--- src/rtl/hk_pkg.sv ---
// Shared parameters, FSM state type and ROM image for the SHA-2 constant store.
package hk_pkg;

  localparam int unsigned DEF_WORD_W  = 32;
  localparam int unsigned DEF_H_WORDS = 8;
  localparam int unsigned DEF_K_WORDS = 64;
  localparam int unsigned DEF_N_SETS  = 2;
  localparam int unsigned ROM_AW      = 15;

  typedef enum logic [1:0] {
    ST_IDLE = 2'd0,
    ST_COPY = 2'd1,
    ST_DONE = 2'd2
  } hk_state_e;

  function automatic int unsigned sel_w(input int unsigned n);
    return (n > 1) ? $clog2(n) : 1;
  endfunction

  function automatic int unsigned idx_w(input int unsigned n);
    return (n > 1) ? $clog2(n) : 1;
  endfunction

  function automatic int unsigned rom_h_base(input int unsigned set, input int unsigned h_words);
    return set * h_words;
  endfunction

  function automatic int unsigned rom_k_base(input int unsigned n_sets, input int unsigned h_words);
    return n_sets * h_words;
  endfunction

  function automatic int unsigned ram_depth(input int unsigned h_words, input int unsigned k_words);
    return h_words + k_words;
  endfunction

  localparam logic [31:0] SHA2_IV [2][8] = '{
    '{32'h6a09e667, 32'hbb67ae85, 32'h3c6ef372, 32'ha54ff53a,
      32'h510e527f, 32'h9b05688c, 32'h1f83d9ab, 32'h5be0cd19},
    '{32'hc1059ed8, 32'h367cd507, 32'h3070dd17, 32'hf70e5939,
      32'hffc00b31, 32'h68581511, 32'h64f98fa7, 32'hbefa4fa4}
  };

  localparam logic [31:0] SHA256_K [64] = '{
    32'h428a2f98, 32'h71374491, 32'hb5c0fbcf, 32'he9b5dba5, 32'h3956c25b, 32'h59f111f1, 32'h923f82a4, 32'hab1c5ed5,
    32'hd807aa98, 32'h12835b01, 32'h243185be, 32'h550c7dc3, 32'h72be5d74, 32'h80deb1fe, 32'h9bdc06a7, 32'hc19bf174,
    32'he49b69c1, 32'hefbe4786, 32'h0fc19dc6, 32'h240ca1cc, 32'h2de92c6f, 32'h4a7484aa, 32'h5cb0a9dc, 32'h76f988da,
    32'h983e5152, 32'ha831c66d, 32'hb00327c8, 32'hbf597fc7, 32'hc6e00bf3, 32'hd5a79147, 32'h06ca6351, 32'h14292967,
    32'h27b70a85, 32'h2e1b2138, 32'h4d2c6dfc, 32'h53380d13, 32'h650a7354, 32'h766a0abb, 32'h81c2c92e, 32'h92722c85,
    32'ha2bfe8a1, 32'ha81a664b, 32'hc24b8b70, 32'hc76c51a3, 32'hd192e819, 32'hd6990624, 32'hf40e3585, 32'h106aa070,
    32'h19a4c116, 32'h1e376c08, 32'h2748774c, 32'h34b0bcb5, 32'h391c0cb3, 32'h4ed8aa4a, 32'h5b9cca4f, 32'h682e6ff3,
    32'h748f82ee, 32'h78a5636f, 32'h84c87814, 32'h8cc70208, 32'h90befffa, 32'ha4506ceb, 32'hbef9a3f7, 32'hc67178f2
  };

  // Image word: low 32 bits are the SHA-256 table value, upper 32 bits its
  // complement (wide builds). K entries past 63 fold back with the index folded in.
  function automatic logic [63:0] rom_image(input int unsigned addr, input int unsigned n_sets,
                                            input int unsigned h_words, input int unsigned k_words);
    int unsigned kb;
    int unsigned s;
    int unsigned j;
    logic [31:0] lo;
    logic [63:0] w;
    kb = rom_k_base(n_sets, h_words);
    s  = 0;
    j  = 0;
    lo = '0;
    w  = '0;
    if (addr < kb) begin
      s = addr / h_words;
      j = addr % h_words;
      if (s < 2 && j < 8) begin
        lo = SHA2_IV[s[0]][j[2:0]];
        w  = {~lo, lo};
      end
    end else if (addr - kb < k_words) begin
      j  = addr - kb;
      lo = SHA256_K[j[5:0]] ^ {j[31:6], 6'b0};
      w  = {~lo, lo};
    end
    return w;
  endfunction

endpackage

--- src/rtl/hk_copy_seq.sv ---
// Copy sequencer: walks the ROM image for the selected H set plus the K table
// and produces a one-cycle-delayed RAM write strobe aligned with ROM data.
module hk_copy_seq
  import hk_pkg::*;
#(
  parameter int unsigned H_WORDS = DEF_H_WORDS,
  parameter int unsigned K_WORDS = DEF_K_WORDS,
  parameter int unsigned N_SETS  = DEF_N_SETS
) (
  input  logic                                          clk,
  input  logic                                          rst_n,
  input  logic                                          copy_req,
  input  logic [sel_w(N_SETS)-1:0]                      mode,
  output logic                                          copy_err,
  output logic                                          rdy,
  output logic [sel_w(N_SETS)-1:0]                      active_set,
  output logic [ROM_AW-1:0]                             rom_addr,
  output logic                                          wr_en,
  output logic [idx_w(ram_depth(H_WORDS, K_WORDS))-1:0] wr_addr
);

  localparam int unsigned DEPTH  = ram_depth(H_WORDS, K_WORDS);
  localparam int unsigned CNT_W  = $clog2(DEPTH + 2);
  localparam int unsigned MODE_W = sel_w(N_SETS);
  localparam int unsigned RAM_AW = idx_w(DEPTH);

  hk_state_e           state_q, state_d;
  logic [CNT_W-1:0]    cnt_q, cnt_d;
  logic [MODE_W-1:0]   set_q, set_d;
  logic                copy_err_q, copy_err_d;
  logic                wr_en_q, wr_en_d;
  logic [RAM_AW-1:0]   wr_addr_q, wr_addr_d;
  int unsigned         rom_idx;

  always_comb begin
    state_d    = state_q;
    cnt_d      = cnt_q;
    set_d      = set_q;
    copy_err_d = 1'b0;
    wr_en_d    = 1'b0;
    wr_addr_d  = wr_addr_q;
    case (state_q)
      ST_IDLE, ST_DONE: begin
        if (copy_req) begin
          if (32'(mode) < N_SETS) begin
            state_d = ST_COPY;
            cnt_d   = '0;
            set_d   = mode;
          end else begin
            copy_err_d = 1'b1;
          end
        end
      end
      ST_COPY: begin
        if (cnt_q < CNT_W'(DEPTH)) begin
          wr_en_d   = 1'b1;
          wr_addr_d = RAM_AW'(cnt_q);
        end
        // Two extra counts cover ROM latency and the final RAM write.
        if (cnt_q == CNT_W'(DEPTH + 1)) begin
          state_d = ST_DONE;
        end else begin
          cnt_d = cnt_q + CNT_W'(1);
        end
      end
      default: state_d = ST_IDLE;
    endcase
  end

  always_comb begin
    rom_idx = 32'(cnt_q);
    if (rom_idx < H_WORDS) begin
      rom_addr = ROM_AW'(rom_h_base(32'(set_q), H_WORDS) + rom_idx);
    end else begin
      rom_addr = ROM_AW'(rom_k_base(N_SETS, H_WORDS) + rom_idx - H_WORDS);
    end
  end

  always_ff @(posedge clk or negedge rst_n) begin
    if (!rst_n) begin
      state_q    <= ST_IDLE;
      cnt_q      <= '0;
      set_q      <= '0;
      copy_err_q <= 1'b0;
      wr_en_q    <= 1'b0;
      wr_addr_q  <= '0;
    end else begin
      state_q    <= state_d;
      cnt_q      <= cnt_d;
      set_q      <= set_d;
      copy_err_q <= copy_err_d;
      wr_en_q    <= wr_en_d;
      wr_addr_q  <= wr_addr_d;
    end
  end

  assign rdy        = (state_q == ST_DONE);
  assign active_set = set_q;
  assign copy_err   = copy_err_q;
  assign wr_en      = wr_en_q;
  assign wr_addr    = wr_addr_q;

endmodule

--- src/rtl/hk_const_store.sv ---
// SHA-2 H/K constant store: ROM image bootstrapped into RAM on COPY, then
// single-word registered reads with valid/error pulses.
module hk_const_store
  import hk_pkg::*;
#(
  parameter int unsigned WORD_W  = DEF_WORD_W,
  parameter int unsigned H_WORDS = DEF_H_WORDS,
  parameter int unsigned K_WORDS = DEF_K_WORDS,
  parameter int unsigned N_SETS  = DEF_N_SETS
) (
  input  logic                     CLK,
  input  logic                     RST_N,
  input  logic                     COPY,
  input  logic [sel_w(N_SETS)-1:0] MODE,
  input  logic                     RD_EN,
  input  logic                     HK_SEL,
  input  logic [idx_w(K_WORDS)-1:0] ADDR,
  output logic [WORD_W-1:0]        RD_DATA,
  output logic                     RD_VALID,
  output logic                     RD_ERR,
  output logic                     COPY_ERR,
  output logic                     RDY,
  output logic [sel_w(N_SETS)-1:0] ACTIVE_SET
);

  localparam int unsigned DEPTH  = ram_depth(H_WORDS, K_WORDS);
  localparam int unsigned RAM_AW = idx_w(DEPTH);

  logic [ROM_AW-1:0] rom_addr;
  logic [WORD_W-1:0] rom_data_q, rom_data_d;
  logic              wr_en;
  logic [RAM_AW-1:0] wr_addr;
  logic              rdy;
  logic [WORD_W-1:0] mem [DEPTH];

  logic [RAM_AW-1:0] phys;
  logic              oob;
  logic [WORD_W-1:0] rd_data_q, rd_data_d;
  logic              rd_valid_q, rd_valid_d;
  logic              rd_err_q, rd_err_d;

  hk_copy_seq #(
    .H_WORDS (H_WORDS),
    .K_WORDS (K_WORDS),
    .N_SETS  (N_SETS)
  ) u_seq (
    .clk        (CLK),
    .rst_n      (RST_N),
    .copy_req   (COPY),
    .mode       (MODE),
    .copy_err   (COPY_ERR),
    .rdy        (rdy),
    .active_set (ACTIVE_SET),
    .rom_addr   (rom_addr),
    .wr_en      (wr_en),
    .wr_addr    (wr_addr)
  );

  // Synchronous-read ROM image, one cycle latency.
  always_comb rom_data_d = WORD_W'(rom_image(32'(rom_addr), N_SETS, H_WORDS, K_WORDS));

  always_ff @(posedge CLK) rom_data_q <= rom_data_d;

  always_ff @(posedge CLK) begin
    if (wr_en) mem[wr_addr] <= rom_data_q;
  end

  always_comb begin
    phys       = HK_SEL ? (RAM_AW'(H_WORDS) + RAM_AW'(ADDR)) : RAM_AW'(ADDR);
    oob        = HK_SEL ? (32'(ADDR) >= K_WORDS) : (32'(ADDR) >= H_WORDS);
    rd_data_d  = rd_data_q;
    rd_valid_d = 1'b0;
    rd_err_d   = 1'b0;
    if (RD_EN && rdy) begin
      rd_valid_d = 1'b1;
      if (oob) begin
        rd_err_d  = 1'b1;
        rd_data_d = '0;
      end else begin
        rd_data_d = mem[phys];
      end
    end
  end

  always_ff @(posedge CLK or negedge RST_N) begin
    if (!RST_N) begin
      rd_data_q  <= '0;
      rd_valid_q <= 1'b0;
      rd_err_q   <= 1'b0;
    end else begin
      rd_data_q  <= rd_data_d;
      rd_valid_q <= rd_valid_d;
      rd_err_q   <= rd_err_d;
    end
  end

  assign RD_DATA  = rd_data_q;
  assign RD_VALID = rd_valid_q;
  assign RD_ERR   = rd_err_q;
  assign RDY      = rdy;

endmodule

--- config.mk ---
export PLATFORM = sky130hd
export DESIGN_NAME = hk_const_store
export DESIGN_NICKNAME = d
export VERILOG_FILES = /design/src/rtl/hk_pkg.sv /design/src/rtl/hk_copy_seq.sv /design/src/rtl/hk_const_store.sv
export SDC_FILE = /design/constraint.sdc
export NUM_CORES = 2
export LEC_CHECK = 0
export CORE_UTILIZATION = 40
export DETAILED_ROUTE_END_ITERATION = 6
export GPL_ROUTABILITY_DRIVEN = 0
export GPL_TIMING_DRIVEN = 0
export PLACE_DENSITY_LB_ADDON = 0.25
export SKIP_CTS_REPAIR_TIMING = 1
export SLEW_MARGIN = 30
export SYNTH_ARGS = -nofsm -noshare
export SYNTH_HDL_FRONTEND = slang
export SYNTH_SLANG_ARGS = --single-unit
--- constraint.sdc ---
create_clock -name CLK -period 10 [get_ports CLK]
set_input_delay 1 -clock CLK [delete_from_list [all_inputs] [get_ports CLK]]
set_output_delay 1 -clock CLK [all_outputs]
set_load 0.05 [all_outputs]
==> results.md <==
* Outcome: complete, but fails checks
* Violations in the final reports: DRC
* Clk_lat worst skew at 0.88 ns
* Switching share of power at 33.91%
* Hold Vio Cnt, Final at 0
* Ys async rst share at 2.178%
* Hold_sp: RD_DATA[10]
* Total GRT Usage at 24.01%
* Startpoint types: flip-flop
* Initial DRT Pass Iterations at 7
* CTS tree: built
* Synth area leader: edfxtp_1
* Max_cap viols at 0
* Critical path arrival at 5.91 ns
* Root buf cell: clkbuf_16
* Total gr overflow at 0
* Vias in the first global route at 50730
* Synth Register Bits at 2388
* Lkg Pwr at 35.54 nW
* Worst VDD drop at 0.3100 mV
* Synthesized Nets at 4736
* Most frequent cells in the layout: edfxtp_1 (2304), mux4_2 (644), nand2_1 (348), clkbuf_16 (234), clkbuf_1 (186)
* Clock tree buffer depth at 3
* Setup tns final at 0 ns
* Worst slew pin tran at 1.094 ns
* Via count at 51580
* Vias per cell at 6.051
* Reg power frac at 45.1%
* Hold Crit Depth at 2
* Fin nets at 5225
* Synth Flop Type: edfxtp_1
* Largest net degree at the start of global routing at 73
* Die Height at 489.0 um
* Worst R2R Setup Slack at 4.82 ns
* WS Path Type: reg -> reg
* DRT Wirelength at 286300 um
* Share of layout cells above drive strength 1 at 27.14%
* Part of the power in the clock network at 28.1%
* Sw power at 10.06 mW
* Inst Count DP at 8093
* Unrepaired setup endpoints after global routing: no
* Tcrit/Tclk final at 51.76%
* Core area at 235400 um2
* Die X at 489.0 um
* Synth warn at 0
* Die area at 239100 um2
* Worst r2r src: u_seq.cnt_q[3]
* RR Endpoint: rom_data_q[6]
* Drt drc at 631
* Ports at 49
* Crit path required time at 10.73 ns
* Clk sink count at 2388
* Initial antenna violation count at 25
* Initial DRC count at 8623
* Final setup vio count at 0
* Relative slew slack at 26.99%
* Non-Filler Instances at 8524
* Final slew viol count at 0
* Fmax at 193.2 MHz
* Comb power frac at 26.8%
* HPWL after detailed placement at 197800 um
* Fin crit period at 5.176 ns
* Initial Util at 40.29%
* Syn Area/Cell at 20.24 um2
* Num rows at 178
* CP Max Fanout at 10
* HP Class: reg -> reg
* Antenna Nets Post-Route at 0
* Yosys cell types at 74
* Cell Area, Synth at 94850 um2
* Final setup skew at 0.03990 ns
* Area grow syn2layout at 17.91%
* Crit end category: flip-flop
* # fillers at 19250
* CTS HTree Levels at 4
* FF-to-FF path depth at 16
* Worst-path clk slew at 0.06 ns
* Cts bufs inserted at 230
* Commonest non-fill, non-tap cell in the layout: edfxtp_1
* Synth top area cells: edfxtp_1 (73%), mux4_2 (15%), nand2_1 (1.4%)
* Power Internal at 19.60 mW
* First-pass GRT wire length at 399000 um
* Pwr Density at 265.2 nW/um2
* Synth top area share at 72.94%
* WL/cell at 33.59 um
* Post-synth EDFFs at 2304
* Sequential-to-total area share from yosys stat at 74.99%
* Buffers added on ports at 44
* WHS Endpoint: RD_DATA[10]
* Cells after Synth at 4687
==> flip-flops by register name, indices dropped and copies added (netlist names) <==
signal	cells
RD_DATA	32
RD_ERR	1
RD_VALID	1
mem	2304
rom_data_q	32
u_seq.active_set	1
u_seq.cnt_q	7
u_seq.state_q	2
u_seq.wr_addr	7
u_seq.wr_en	1
==> kinds of logic after synthesis <==
group / synth area share, %
simple gates: 3.738
other cells: 0.003954
xor+xnor: 0.1200
flops: 74.99
mux: 15.96
compound gates: 3.171
fa+ha+maj: 0.4881
buf+inv: 1.526
==> per-layer routing <==
metal  share of wire (%)  vias up  track usage [%]
met2                  46     3035            37.36
met3                 9.6      671            5.321
met5               0.027        -          0.08052
met4                 3.7       12            7.810
li1                    -    20520                -
met1                  40    27340            33.54
==> metrics by stage <==
step / cell area [um2] / setup slack (ns) / power, mW / utilization [%] / hold WS (ns)
2_1_floorplan: 94850 / 6.259 / 17.31 / - / 0.5061
4_1_cts: 111800 / 5.132 / 29.21 / 47.50 / -0.04603
3_3_place_gp: 99230 / 2.568 / 20.48 / 42.15 / 0.5286
3_5_place_dp: 104700 / 4.240 / 20.98 / 44.48 / 0.5168
5_1_grt: 111800 / 4.768 / 30.27 / 47.51 / 0.5403
6_report: 111800 / 4.824 / 29.66 / 47.51 / 0.5397
==> power by group through the flow <==
stage,clock network [mW],registers (mW),logic (mW)
final,8.32,13.4,7.96
after global routing,8.79,13.4,8.03
after floorplan,0,13.5,3.82
after CTS,8.42,13.4,7.42
after global placement,0,14.3,6.14
after detailed placement,0,13.6,7.40
==> worst max-delay path by stage <==
stage                                start             to  slack, ns  cells after the start
after CTS                   u_seq.cnt_q[3]  rom_data_q[6]       5.13                     16
after global placement             ADDR[3]    RD_DATA[25]       2.57                      9
after detailed placement           ADDR[3]    RD_DATA[10]       4.24                     12
final                       u_seq.cnt_q[3]  rom_data_q[6]       4.82                     16
after floorplan           u_seq.wr_addr[3]     mem[16][0]       6.26                      4
after global routing        u_seq.cnt_q[3]  rom_data_q[6]       4.77                     16
==> worst max-delay path, stage by stage, from the launching register on <==
cell	delay [ns]
dfrtp_1	0.52
inv_1	0.21
ha_1	0.21
or3b_1	0.34
buf_2	0.20
mux2_4	0.36
inv_2	0.10
buf_4	0.21
buf_2	0.31
buf_2	0.34
ha_1	0.18
clkbuf_1	0.43
clkbuf_1	0.55
clkbuf_1	0.52
o21ai_0	0.16
o21ai_0	0.25
o22ai_1	0.17
==> final cells by class <==
type	count	area, um2	area share [%]
Inverter	14	52.55	0.04699
Tap cell	3150	3941	3.524
Sequential cell	2388	71250	63.71
Antenna cell	2	5.005	0.004475
Timing Repair Buffer	257	5092	4.553
Multi-Input combinational cell	1994	22970	20.54
Clock buffer	307	6230	5.570
Clock inverter	121	879.6	0.7865
Buffer	291	1419	1.269
==> cell usage after synthesis (21+ instances only) <==
cell / number
edfxtp_1: 2304
mux4_2: 644
nand2_1: 348
nor2_1: 177
clkbuf_1: 137
a21oi_1: 112
buf_2: 86
nand3_1: 85
o21ai_0: 56
nor3_1: 55
mux2i_1: 53
dfrtp_1: 52
nor2b_1: 43
ha_1: 37
a211oi_1: 32
buf_4: 32
dfxtp_1: 32
o221ai_1: 32
o2111ai_1: 28
buf_1: 26
nor4_1: 24
o22ai_1: 22
o32ai_1: 21
Note: power is estimated with default switching activity, not from simulation.
